===== src/rtl/sram_access_arbiter_pkg.sv =====
// Shared constants and helpers for the SRAM access arbiter and its round-robin sub-arbiter.
package sram_access_arbiter_pkg;

    localparam int STALL_CNT_W = 16;

    // Select-field width for n choices, never narrower than one bit.
    function automatic int clog2_min1(input int n);
        return (n > 1) ? $clog2(n) : 1;
    endfunction

endpackage


===== src/rtl/sram_access_arbiter_rr_arbiter.sv =====
// Round-robin arbiter: one-hot grant searched from a registered pointer that moves past each winner.
module rr_arbiter
    import sram_access_arbiter_pkg::*;
#(
    parameter  int N     = 2,
    localparam int PTR_W = clog2_min1(N)
) (
    input  logic         clk,
    input  logic         rst,
    input  logic [N-1:0] req,
    input  logic         advance,
    output logic [N-1:0] gnt
);

    logic [PTR_W-1:0] ptr_q;
    logic [PTR_W-1:0] ptr_d;

    // NOTE: combinational logic uses blocking '=' with every output defaulted first, so no latch is inferred.
    always_comb begin
        logic [PTR_W-1:0] idx;
        gnt   = '0;
        ptr_d = ptr_q;
        idx   = '0;
        for (int k = 0; k < N; k++) begin
            idx = PTR_W'((int'(ptr_q) + k) % N);
            if (gnt == '0 && req[idx]) begin
                gnt[idx] = 1'b1;
                ptr_d    = PTR_W'((int'(idx) + 1) % N);
            end
        end
        if (!advance) begin
            ptr_d = ptr_q;
        end
    end

    // NOTE: state registers use non-blocking '<=' so every flop samples pre-edge values.
    always_ff @(posedge clk) begin
        if (rst) begin
            ptr_q <= '0;
        end else begin
            ptr_q <= ptr_d;
        end
    end

endmodule


===== src/rtl/sram_access_arbiter.sv =====
// Shares a multi-lane SRAM between requesters: round-robin write and read grants, tagged 1-cycle read responses.
// Optional per-requester stall counters when SRAM_ARB_STATS_EN is defined.
module sram_access_arbiter
    import sram_access_arbiter_pkg::*;
#(
    parameter  int DATA_WIDTH = 8,
    parameter  int ADDR_WIDTH = 8,
    parameter  int CHANNEL    = 2,
    parameter  int NUM_REQ    = 2,
    localparam int CH_W       = clog2_min1(CHANNEL)
) (
    input  logic                           clk,
    input  logic                           rst,
    input  logic [NUM_REQ-1:0]             wr_valid,
    output logic [NUM_REQ-1:0]             wr_ready,
    input  logic [NUM_REQ*CH_W-1:0]        wr_ch,
    input  logic [NUM_REQ*ADDR_WIDTH-1:0]  wr_addr_i,
    input  logic [NUM_REQ*DATA_WIDTH-1:0]  wr_data_i,
    input  logic [NUM_REQ-1:0]             rd_valid,
    output logic [NUM_REQ-1:0]             rd_ready,
    input  logic [NUM_REQ*CH_W-1:0]        rd_ch,
    input  logic [NUM_REQ*ADDR_WIDTH-1:0]  rd_addr_i,
    output logic [NUM_REQ-1:0]             rsp_valid,
    output logic [DATA_WIDTH-1:0]          rsp_data,
    output logic [CHANNEL-1:0]             wr_en,
    output logic [CHANNEL*ADDR_WIDTH-1:0]  wr_addr,
    output logic [CHANNEL*DATA_WIDTH-1:0]  wr_data,
    output logic [CHANNEL-1:0]             rd_en,
    output logic [CHANNEL*ADDR_WIDTH-1:0]  rd_addr,
`ifdef SRAM_ARB_STATS_EN
    output logic [NUM_REQ*STALL_CNT_W-1:0] stall_cnt,
`endif
    input  logic [CHANNEL*DATA_WIDTH-1:0]  rd_data
);

    localparam int              ID_W     = clog2_min1(NUM_REQ);
    localparam logic [CH_W:0]   CH_LIMIT = (CH_W + 1)'(CHANNEL);

    logic [CH_W-1:0]       wr_ch_a   [NUM_REQ];
    logic [CH_W-1:0]       rd_ch_a   [NUM_REQ];
    logic [ADDR_WIDTH-1:0] wr_addr_a [NUM_REQ];
    logic [ADDR_WIDTH-1:0] rd_addr_a [NUM_REQ];
    logic [DATA_WIDTH-1:0] wr_data_a [NUM_REQ];

    logic [NUM_REQ-1:0]    wr_req, rd_req, wr_gnt, rd_gnt;
    logic                  wr_any, rd_any;
    logic [ID_W-1:0]       wr_id, rd_id;
    logic [CH_W-1:0]       wr_sel_ch, rd_sel_ch;
    logic [ADDR_WIDTH-1:0] wr_sel_addr, rd_sel_addr;
    logic [DATA_WIDTH-1:0] wr_sel_data;

    logic                  tag_valid_q, tag_valid_d;
    logic [ID_W-1:0]       tag_id_q, tag_id_d;
    logic [CH_W-1:0]       tag_ch_q, tag_ch_d;

    always_comb begin
        for (int i = 0; i < NUM_REQ; i++) begin
            wr_ch_a[i]   = wr_ch[i*CH_W +: CH_W];
            rd_ch_a[i]   = rd_ch[i*CH_W +: CH_W];
            wr_addr_a[i] = wr_addr_i[i*ADDR_WIDTH +: ADDR_WIDTH];
            rd_addr_a[i] = rd_addr_i[i*ADDR_WIDTH +: ADDR_WIDTH];
            wr_data_a[i] = wr_data_i[i*DATA_WIDTH +: DATA_WIDTH];
        end
    end

    // Out-of-range channels are never eligible; nothing is granted while in reset.
    always_comb begin
        for (int i = 0; i < NUM_REQ; i++) begin
            wr_req[i] = wr_valid[i] && ({1'b0, wr_ch_a[i]} < CH_LIMIT) && !rst;
        end
    end

    rr_arbiter #(.N(NUM_REQ)) u_wr_arb (
        .clk     (clk),
        .rst     (rst),
        .req     (wr_req),
        .advance (1'b1),
        .gnt     (wr_gnt)
    );

    always_comb begin
        wr_id = '0;
        for (int i = 0; i < NUM_REQ; i++) begin
            if (wr_gnt[i]) wr_id = ID_W'(i);
        end
        wr_any      = |wr_gnt;
        wr_sel_ch   = wr_ch_a[wr_id];
        wr_sel_addr = wr_addr_a[wr_id];
        wr_sel_data = wr_data_a[wr_id];
    end

    // A read hitting the exact location being written this cycle waits, so it returns the new data.
    always_comb begin
        for (int i = 0; i < NUM_REQ; i++) begin
            rd_req[i] = rd_valid[i] && ({1'b0, rd_ch_a[i]} < CH_LIMIT) && !rst
                        && !(wr_any && rd_ch_a[i] == wr_sel_ch && rd_addr_a[i] == wr_sel_addr);
        end
    end

    rr_arbiter #(.N(NUM_REQ)) u_rd_arb (
        .clk     (clk),
        .rst     (rst),
        .req     (rd_req),
        .advance (1'b1),
        .gnt     (rd_gnt)
    );

    always_comb begin
        rd_id = '0;
        for (int i = 0; i < NUM_REQ; i++) begin
            if (rd_gnt[i]) rd_id = ID_W'(i);
        end
        rd_any      = |rd_gnt;
        rd_sel_ch   = rd_ch_a[rd_id];
        rd_sel_addr = rd_addr_a[rd_id];
    end

    assign wr_ready = wr_gnt;
    assign rd_ready = rd_gnt;

    always_comb begin
        wr_en   = '0;
        wr_addr = '0;
        wr_data = '0;
        rd_en   = '0;
        rd_addr = '0;
        if (wr_any) begin
            wr_en[wr_sel_ch]                                  = 1'b1;
            wr_addr[int'(wr_sel_ch)*ADDR_WIDTH +: ADDR_WIDTH] = wr_sel_addr;
            wr_data[int'(wr_sel_ch)*DATA_WIDTH +: DATA_WIDTH] = wr_sel_data;
        end
        if (rd_any) begin
            rd_en[rd_sel_ch]                                  = 1'b1;
            rd_addr[int'(rd_sel_ch)*ADDR_WIDTH +: ADDR_WIDTH] = rd_sel_addr;
        end
    end

    always_comb begin
        tag_valid_d = rd_any;
        tag_id_d    = rd_id;
        tag_ch_d    = rd_sel_ch;
    end

    always_ff @(posedge clk) begin
        if (rst) begin
            tag_valid_q <= 1'b0;
            tag_id_q    <= '0;
            tag_ch_q    <= '0;
        end else begin
            tag_valid_q <= tag_valid_d;
            tag_id_q    <= tag_id_d;
            tag_ch_q    <= tag_ch_d;
        end
    end

    // Reset also squashes a response already in its return cycle.
    always_comb begin
        rsp_valid = '0;
        rsp_data  = '0;
        if (tag_valid_q && !rst) begin
            rsp_valid[tag_id_q] = 1'b1;
            rsp_data            = rd_data[int'(tag_ch_q)*DATA_WIDTH +: DATA_WIDTH];
        end
    end

`ifdef SRAM_ARB_STATS_EN
    logic [STALL_CNT_W-1:0] stall_q [NUM_REQ];
    logic [STALL_CNT_W-1:0] stall_d [NUM_REQ];

    always_comb begin
        for (int i = 0; i < NUM_REQ; i++) begin
            stall_d[i] = stall_q[i];
            if ((wr_valid[i] || rd_valid[i]) && !(wr_gnt[i] || rd_gnt[i]) && stall_q[i] != '1) begin
                stall_d[i] = stall_q[i] + STALL_CNT_W'(1);
            end
            stall_cnt[i*STALL_CNT_W +: STALL_CNT_W] = stall_q[i];
        end
    end

    always_ff @(posedge clk) begin
        for (int i = 0; i < NUM_REQ; i++) begin
            if (rst) begin
                stall_q[i] <= '0;
            end else begin
                stall_q[i] <= stall_d[i];
            end
        end
    end
`endif

    for (genvar g = 0; g < NUM_REQ; g++) begin : g_ch_check
        assert property (@(posedge clk) disable iff (rst)
            wr_valid[g] |-> ({1'b0, wr_ch[g*CH_W +: CH_W]} < CH_LIMIT))
            else $fatal(1, "write request on nonexistent channel");
        assert property (@(posedge clk) disable iff (rst)
            rd_valid[g] |-> ({1'b0, rd_ch[g*CH_W +: CH_W]} < CH_LIMIT))
            else $fatal(1, "read request on nonexistent channel");
    end

endmodule


===== config.mk =====
export PLATFORM = sky130hd
export DESIGN_NAME = sram_access_arbiter
export DESIGN_NICKNAME = d
export VERILOG_FILES = /design/src/rtl/sram_access_arbiter_pkg.sv /design/src/rtl/sram_access_arbiter_rr_arbiter.sv /design/src/rtl/sram_access_arbiter.sv
export SDC_FILE = /design/constraint.sdc
export NUM_CORES = 1
export LEC_CHECK = 0
export CAP_MARGIN = 20
export CORE_ASPECT_RATIO = 0.75
export CORE_MARGIN = 2
export CORE_UTILIZATION = 32
export DETAILED_ROUTE_END_ITERATION = 7
export PLACE_DENSITY = 0.82
export SLEW_MARGIN = 5
export SYNTH_ARGS = -nofsm -noshare
export SYNTH_HDL_FRONTEND = slang
export SYNTH_SLANG_ARGS = --single-unit

===== constraint.sdc =====
create_clock -name clk -period 3.8 [get_ports clk]
set_clock_uncertainty 0.1 [all_clocks]
set_input_delay 0.76 -clock clk [delete_from_list [all_inputs] [get_ports clk]]
set_output_delay 0.76 -clock clk [all_outputs]
set_load 0.02 [all_outputs]

==> results.md, run 1 <==
* Post-Place Cells at 462
* Min Tclk post-route at 4.17 ns
* FF-to-FF End: tag_ch_q$_SDFF_PP0_
* CTS Buf Count at 3
* Global-route wire length before repair at 14000 um
* Grt ovf at 0
* Syn_nets at 304
* Count of nets after finishing at 507
* VDD IR max at 0.238 mV
* HP Class: reg -> reg
* Unique masters post-synth at 52
* Main synth FF type: dfxtp_1
* Critical-path maximum fanout at 4
* Gate Count Post-Synth at 230
* Hold Crit Depth at 2
* P_int at 0.373 mW
* Initial antenna violation count at 0
* Share of cells above drive strength 1 at 43.1%
* Final instance area at 3920 um2
* Hold_buf cts at 0
* Via count at 2935
* Initial Utilization at 34.0%
* Hold Slack at 0.544 ns
* Max-cap violations at 0
* Pins Over Slew Limit at 0
* Die Ht at 64.4 um
* Std cell rows at 21
* DRT Pass-1 Iters at 6
* IO Port Bufs at 139
* ANT nets after route at 0
* Seq/Total Area, Yosys at 6.43%
* Syn_area_per_cell at 6.77 um2
* CTS tree: yes
* P_leak at 1.63 nW
* Per-cell routed wire length at 20.5 um
* Worst-path clk slew at 0.04 ns
* Commonest non-fill, non-tap cells in the layout: clkdlybuf4s50_1 (85), buf_4 (75), nor2_1 (48)
* Final period util at 110%
* Clock network power share at 15.7%
* FMAX at 240 MHz
* Depth of the most critical reg-to-reg path at 10
* Failing checks: setup timing
* DRC at 0
* Worst EP required at 2.94 ns
* Most common cell after layout, fill and taps aside: clkdlybuf4s50_1
* Net load switching power at 0.279 mW
* ANT cells at 0
* Worst-Skew Late Latency at 0.22 ns
* Post-Syn Area at 1560 um2
* Setup_tns at -4.93 ns
* Die area at 5440 um2
* # setup viols final at 20
* RSZ-0062 raised after global routing: yes
* DRT iter0 DRCs at 295
* Crit path launch type: input port
* Combinational fraction of design power at 74.8%
* Largest net degree at the start of global routing at 18
* Core footprint at 4570 um2
* Synthesis-to-finish area growth at 152%
* Worst R2R Start: u_wr_arb.ptr_q$_SDFFE_PP0P_
* Vias in the first global route at 2747
* Placed Area at 3370 um2
* Register bit total from synthesis at 5
* HPWL Detailed at 6360 um
* Die X at 84.5 um
* Crit. End Element: output port
* Fin. Hold Viols at 0
* GRT Util Overall at 31.6%
* Gp weighted congestion at 0.884
* Ys async rst share at 0%
* Net Sw Frac at 42.8%
* Post-layout util at 85.8%
* # clock sinks at 5
* Worst Hold Path EP: u_wr_arb.ptr_q$_SDFFE_PP0P_
* H-Tree Depth at 1
* Worst Tran Pin Value at 0.589 ns
* Rel. slew slack at 60.7%
* CTS Buffer Depth at 2
* Synthesis Warnings at 0
* IO Pins at 140
* Worst EP arrival at 3.31 ns
* Crit path kind: in -> out
* Seq pwr share at 9.5%
* Final worst slack at -0.370 ns
* Final wirelength at 10000 um
* Pwr dens at 166 nW/um2
* Post-route non-filler standard cell count at 489
* Worst R2R Setup Slack at 0.99 ns
* DP Worst Slack at -1.06 ns
* Status: finished with violations
* CTS Root Cell: clkbuf_8
* Hold_sp: u_wr_arb.ptr_q$_SDFFE_PP0P_
* Routed vias/inst at 6.00
* Post-synth EDFFs at 0
* Tot Pwr at 0.652 mW
flip-flops by register name, indices dropped and copies added (netlist names):
signal	flops
tag_ch_q	1
tag_id_q	1
tag_valid_q	1
u_rd_arb.ptr_q	1
u_wr_arb.ptr_q	1
layout make-up:
type                    instances  area (um2)
inverters                      16        67.6
clock buffers                   4        45.0
fillers                       244         651
repair buffers                215        1940
well taps                      57        71.3
multi-input cells             192        1700
flip-flops and latches          5         100
critical path: stages:
cell and delay (ns):
dlygate4sd2_1 0.29, a222oi_1 0.32, buf_4 0.21, nand3_1 0.10
a32oi_2 0.31, nand4_1 0.29, buf_4 0.25, a311o_2 0.45
a22oi_2 0.19, buf_6 0.15
synthesized netlist by cell type (2+ instances only):
library cell | instances | area [um2]
nand2_1 | 4 | 15.0
mux2i_1 | 18 | 180
o31ai_1 | 9 | 67.6
clkbuf_1 | 10 | 37.5
a222oi_1 | 3 | 30.0
a31oi_1 | 2 | 12.5
a211oi_1 | 3 | 22.5
a32oi_1 | 2 | 17.5
inv_1 | 15 | 56.3
nand3_1 | 6 | 30.0
a21oi_1 | 9 | 45.0
xor2_1 | 8 | 70.1
nor2_1 | 49 | 184
buf_2 | 4 | 20.0
nor3_1 | 7 | 35.0
nand2b_1 | 4 | 25.0
dfxtp_1 | 5 | 100
or4_1 | 2 | 15.0
xnor2_1 | 6 | 52.6
a22oi_1 | 18 | 135
a21boi_0 | 2 | 15.0
nor2b_1 | 2 | 12.5
and4_1 | 2 | 17.5
buf_4 | 3 | 22.5
o21ai_0 | 4 | 20.0
nand4b_1 | 7 | 61.3
repair_timing:
action / CTS / global route
gates resized for setup: 212 / 54
pin swaps: 33 / 22
buffers inserted: 16 / 4
gates cloned: 2 / 0
setup endpoints to repair: 47 / 20
logic make-up (layout without fill, tap and decap cells):
| group | count (synthesis) | after routing | synth area share (%) |
|---|---|---|---|
| AO/OA/AOI/OAI | 66 | 67 | 34.2 |
| XOR/XNOR | 14 | 14 | 7.88 |
| buffers and inverters | 34 | 235 | 9.24 |
| flip-flops | 5 | 5 | 6.43 |
| multiplexers | 18 | 18 | 11.6 |
| AND/OR/NAND/NOR | 93 | 93 | 30.6 |
power by group through the flow:
stage	Combinational [mW]	Sequential (mW)	Clock, mW
floorplan	0.178	0.0592	0
global placement	0.398	0.0618	0
detailed placement	0.404	0.0622	0
CTS	0.441	0.0622	0.104
global route	0.509	0.0626	0.108
finish	0.488	0.0622	0.102
worst max path at each step:
stage	to	cells past startpoint	from
after CTS	rd_addr[4]	10	rst
after detailed placement	rd_addr[15]	11	rst
after global placement	rd_addr[15]	11	rst
after global routing	rd_addr[3]	10	wr_valid[1]
after floorplan	rd_addr[0]	9	rst
final	rd_addr[3]	10	rd_addr_i[11]
per-layer routing:
metal	GRT usage (%)	part of all wire (%)	vias to the layer above	wire [um]
met4	9.52	5.7	0	570
met1	40.7	37	1348	3740
li1	-	-	1269	-
met3	4.65	11	57	1140
met5	0	0	-	0
met2	54.4	46	261	4570
Power figures use the tool's default switching activity.
==> inputs of run 2 (changes only) <==
--- a/config.mk
+++ b/config.mk
@@ -5,12 +5,13 @@
 export SDC_FILE = /design/constraint.sdc
 export NUM_CORES = 1
 export LEC_CHECK = 0
+export ABC_AREA = 1
 export CAP_MARGIN = 20
 export CORE_ASPECT_RATIO = 0.75
 export CORE_MARGIN = 2
-export CORE_UTILIZATION = 32
+export CORE_UTILIZATION = 34
 export DETAILED_ROUTE_END_ITERATION = 7
-export PLACE_DENSITY = 0.82
+export PLACE_DENSITY = 0.88
 export SLEW_MARGIN = 5
 export SYNTH_ARGS = -nofsm -noshare
 export SYNTH_HDL_FRONTEND = slang
==> constraint.sdc (replaced) <==
create_clock -name clk -period 4.9 [get_ports clk]
set_clock_uncertainty 0.1 [all_clocks]
set_input_delay 0.98 -clock clk [delete_from_list [all_inputs] [get_ports clk]]
set_output_delay 0.98 -clock clk [all_outputs]
set_load 0.02 [all_outputs]
==> results.md, run 2 <==
* Crit path largest cell delay at 0.45 ns
* DRT iter0 DRCs at 91
* Gp weighted congestion at 0.944
* GRT met2 Usage at 43.1%
* HPWL Detailed at 5410 um
* P_leak at 1.76 nW
* DRC at 0
* Std cell rows at 20
* # setup viols final at 0
* # clock sinks at 5
* CTS Buffer Depth at 2
* Die X at 80.6 um
* DP Worst Slack at -0.0838 ns
* Met1 Resource Use GR at 32.6%
* CTS tree: yes
* HP Class: reg -> reg
* Synthesis Warnings at 0
* Worst-Skew Late Latency at 0.22 ns
* Vias in the first global route at 2149
* Final instance area at 3100 um2
* Rel. slew slack at 77.5%
* Final worst slack at 0.204 ns
* Count of nets after finishing at 536
* Final period util at 95.8%
* Gate Count Post-Synth at 309
* ANT nets after route at 0
* Share of cells above drive strength 1 at 7.81%
* Crit path top cell by count: nand2_1
* GRT Util Overall at 25.0%
* Global-route wire length before repair at 9700 um
* Max-cap violations at 0
* Worst Tran Pin Value at 0.337 ns
* Synthesis-to-finish area growth at 107%
* Critical-path maximum fanout at 18
* Hold_buf cts at 0
* IO Port Bufs at 139
* Per-cell routed wire length at 12.5 um
* Synth top area share at 23.1%
* Worst EP required at 3.82 ns
* Crit. End Element: output port
* Die area at 4950 um2
* ANT cells at 0
* CTS Root Cell: clkbuf_8
* Ys async rst share at 0%
* Initial Utilization at 36.2%
* Syn_area_per_cell at 4.84 um2
* FMAX at 213 MHz
* Syn_nets at 383
* Worst EP arrival at 3.62 ns
* Min Tclk post-route at 4.70 ns
* Setup_tns at 0 ns
* Unique masters post-synth at 20
* Via count at 2464
* Slowest-stage cell, CP: clkdlybuf4s50_1
* Routed vias/inst at 4.78
* Count leader, synth: nand2_1
* Post-synth EDFFs at 0
* Pwr dens at 134 nW/um2
* VDD IR max at 0.0938 mV
* Grt ovf at 0
* Seq/Total Area, Yosys at 6.69%
* Main synth FF type: dfxtp_1
* H-Tree Depth at 1
* CTS Buf Count at 3
* Most Crowded Layer GR: met2
* DRT Pass-1 Iters at 4
* Pins Over Slew Limit at 0
* Crit path launch type: input port
* IO Pins at 140
* Crit path kind: in -> out
* Area leader, netlist: nand2_1
* Core footprint at 4130 um2
* Commonest non-fill, non-tap cells in the layout: clkdlybuf4s50_1 (121), nand2_1 (92), nor2_1 (62)
* Placed Area at 3040 um2
* Worst-path clk slew at 0.04 ns
* Top post-synthesis cells by area: nand2_1 (23%), nor2_1 (16%), nand3_1 (15%), inv_1 (14%), dfxtp_1 (6.7%)
* Final wirelength at 6440 um
* Post-Syn Area at 1500 um2
* Most common cell after layout, fill and taps aside: clkdlybuf4s50_1
* Crit path cell chain: clkdlybuf4s50_1, inv_1, nor2_4, nand2_4, nand2_1, nand2_1, nand2_1, nand2_1, nor2_1, nand3_1, nor2_1, nor2_2, buf_4, nand3_2, nand3_2, nor2_1, dlygate4sd2_1
* Die Ht at 61.4 um
* Status: completed
* Fin. Hold Viols at 0
* Commonest cells in the netlist: nand2_1 (92), nor2_1 (62), inv_1 (54)
* M3 GR Usage at 6.45%
* Initial antenna violation count at 0
* Largest net degree at the start of global routing at 19
* Register bit total from synthesis at 5
## run 2: power by group
part,total (mW),switching (mW),internal [mW],leakage (nW)
sequential,0.0459,0.00205,0.0439,0.0416
clock,0.0760,0.0201,0.0558,0.0228
combinational,0.293,0.148,0.145,1.70
total,0.414,0.170,0.245,1.76
## run 2: timing repair
item                                    4_1_cts  5_1_grt
gates cloned                                  0        0
buffers inserted                              1        0
pin swaps                                     1        0
resized for setup                            11        7
hold endpoints to repair                      0        0
endpoints found under the setup margin       16        7
## run 2: worst max-delay path, delay by kind of cell
family,cells,cell delay [ns]
buffers and inverters,4,1.05
and+or+nand+nor,13,1.57
## run 2: final timing paths
kind,cells past startpoint,slack [ns],end,startpoint
setup reg to reg,14,2.94,tag_ch_q$_SDFF_PP0_,u_wr_arb.ptr_q$_SDFFE_PP0P_
hold reg to reg,2,0.39,u_rd_arb.ptr_q$_SDFFE_PP0P_,u_rd_arb.ptr_q$_SDFFE_PP0P_
hold / removal,2,0.39,u_rd_arb.ptr_q$_SDFFE_PP0P_,u_rd_arb.ptr_q$_SDFFE_PP0P_
setup / recovery,17,0.20,rd_addr[2],wr_valid[1]
## run 2: routing by layer
layer | share of wire [%] | vias to the layer above
li1 | - | 1249
met1 | 44 | 1095
met2 | 46 | 110
met4 | 1.2 | 0
met3 | 9.6 | 10
met5 | 0 | -
## run 2: stage by stage
step	cells	utilization, %	hold slack [ns]	power, mW
floorplan	309	-	0.333	0.187
global placement	511	73.7	0.350	0.338
detailed placement	511	73.7	0.364	0.341
CTS	516	74.6	0.389	0.416
global route	516	75.1	0.401	0.444
finish	516	75.1	0.389	0.414
## run 2: layout make-up
cell class / instances / area, um2
flip-flops and latches: 5 / 100
fillers: 331 / 1030
inverters: 54 / 203
multi-input cells: 238 / 1100
clock buffers: 4 / 45.0
well taps: 55 / 68.8
repair buffers: 160 / 1580
## run 2: cells by family (layout without fill, tap and decap cells)
kind of cell	count (synthesis)	in the layout	synth area share, %
flip-flops	5	5	6.69
buffers and inverters	66	218	19.4
AND/OR/NAND/NOR	213	213	62.8
AO/OA/AOI/OAI	17	17	5.69
multiplexers	8	8	5.36
==> inputs of run 3 (changes only) <==
--- a/config.mk
+++ b/config.mk
@@ -10,6 +10,7 @@
 export CORE_ASPECT_RATIO = 0.75
 export CORE_MARGIN = 2
 export CORE_UTILIZATION = 34
+export CTS_CLUSTER_SIZE = 16
 export DETAILED_ROUTE_END_ITERATION = 7
 export PLACE_DENSITY = 0.88
 export SLEW_MARGIN = 5
==> results of run 3 <==
Final layout, timing and power as in run 2 (identical DEF).
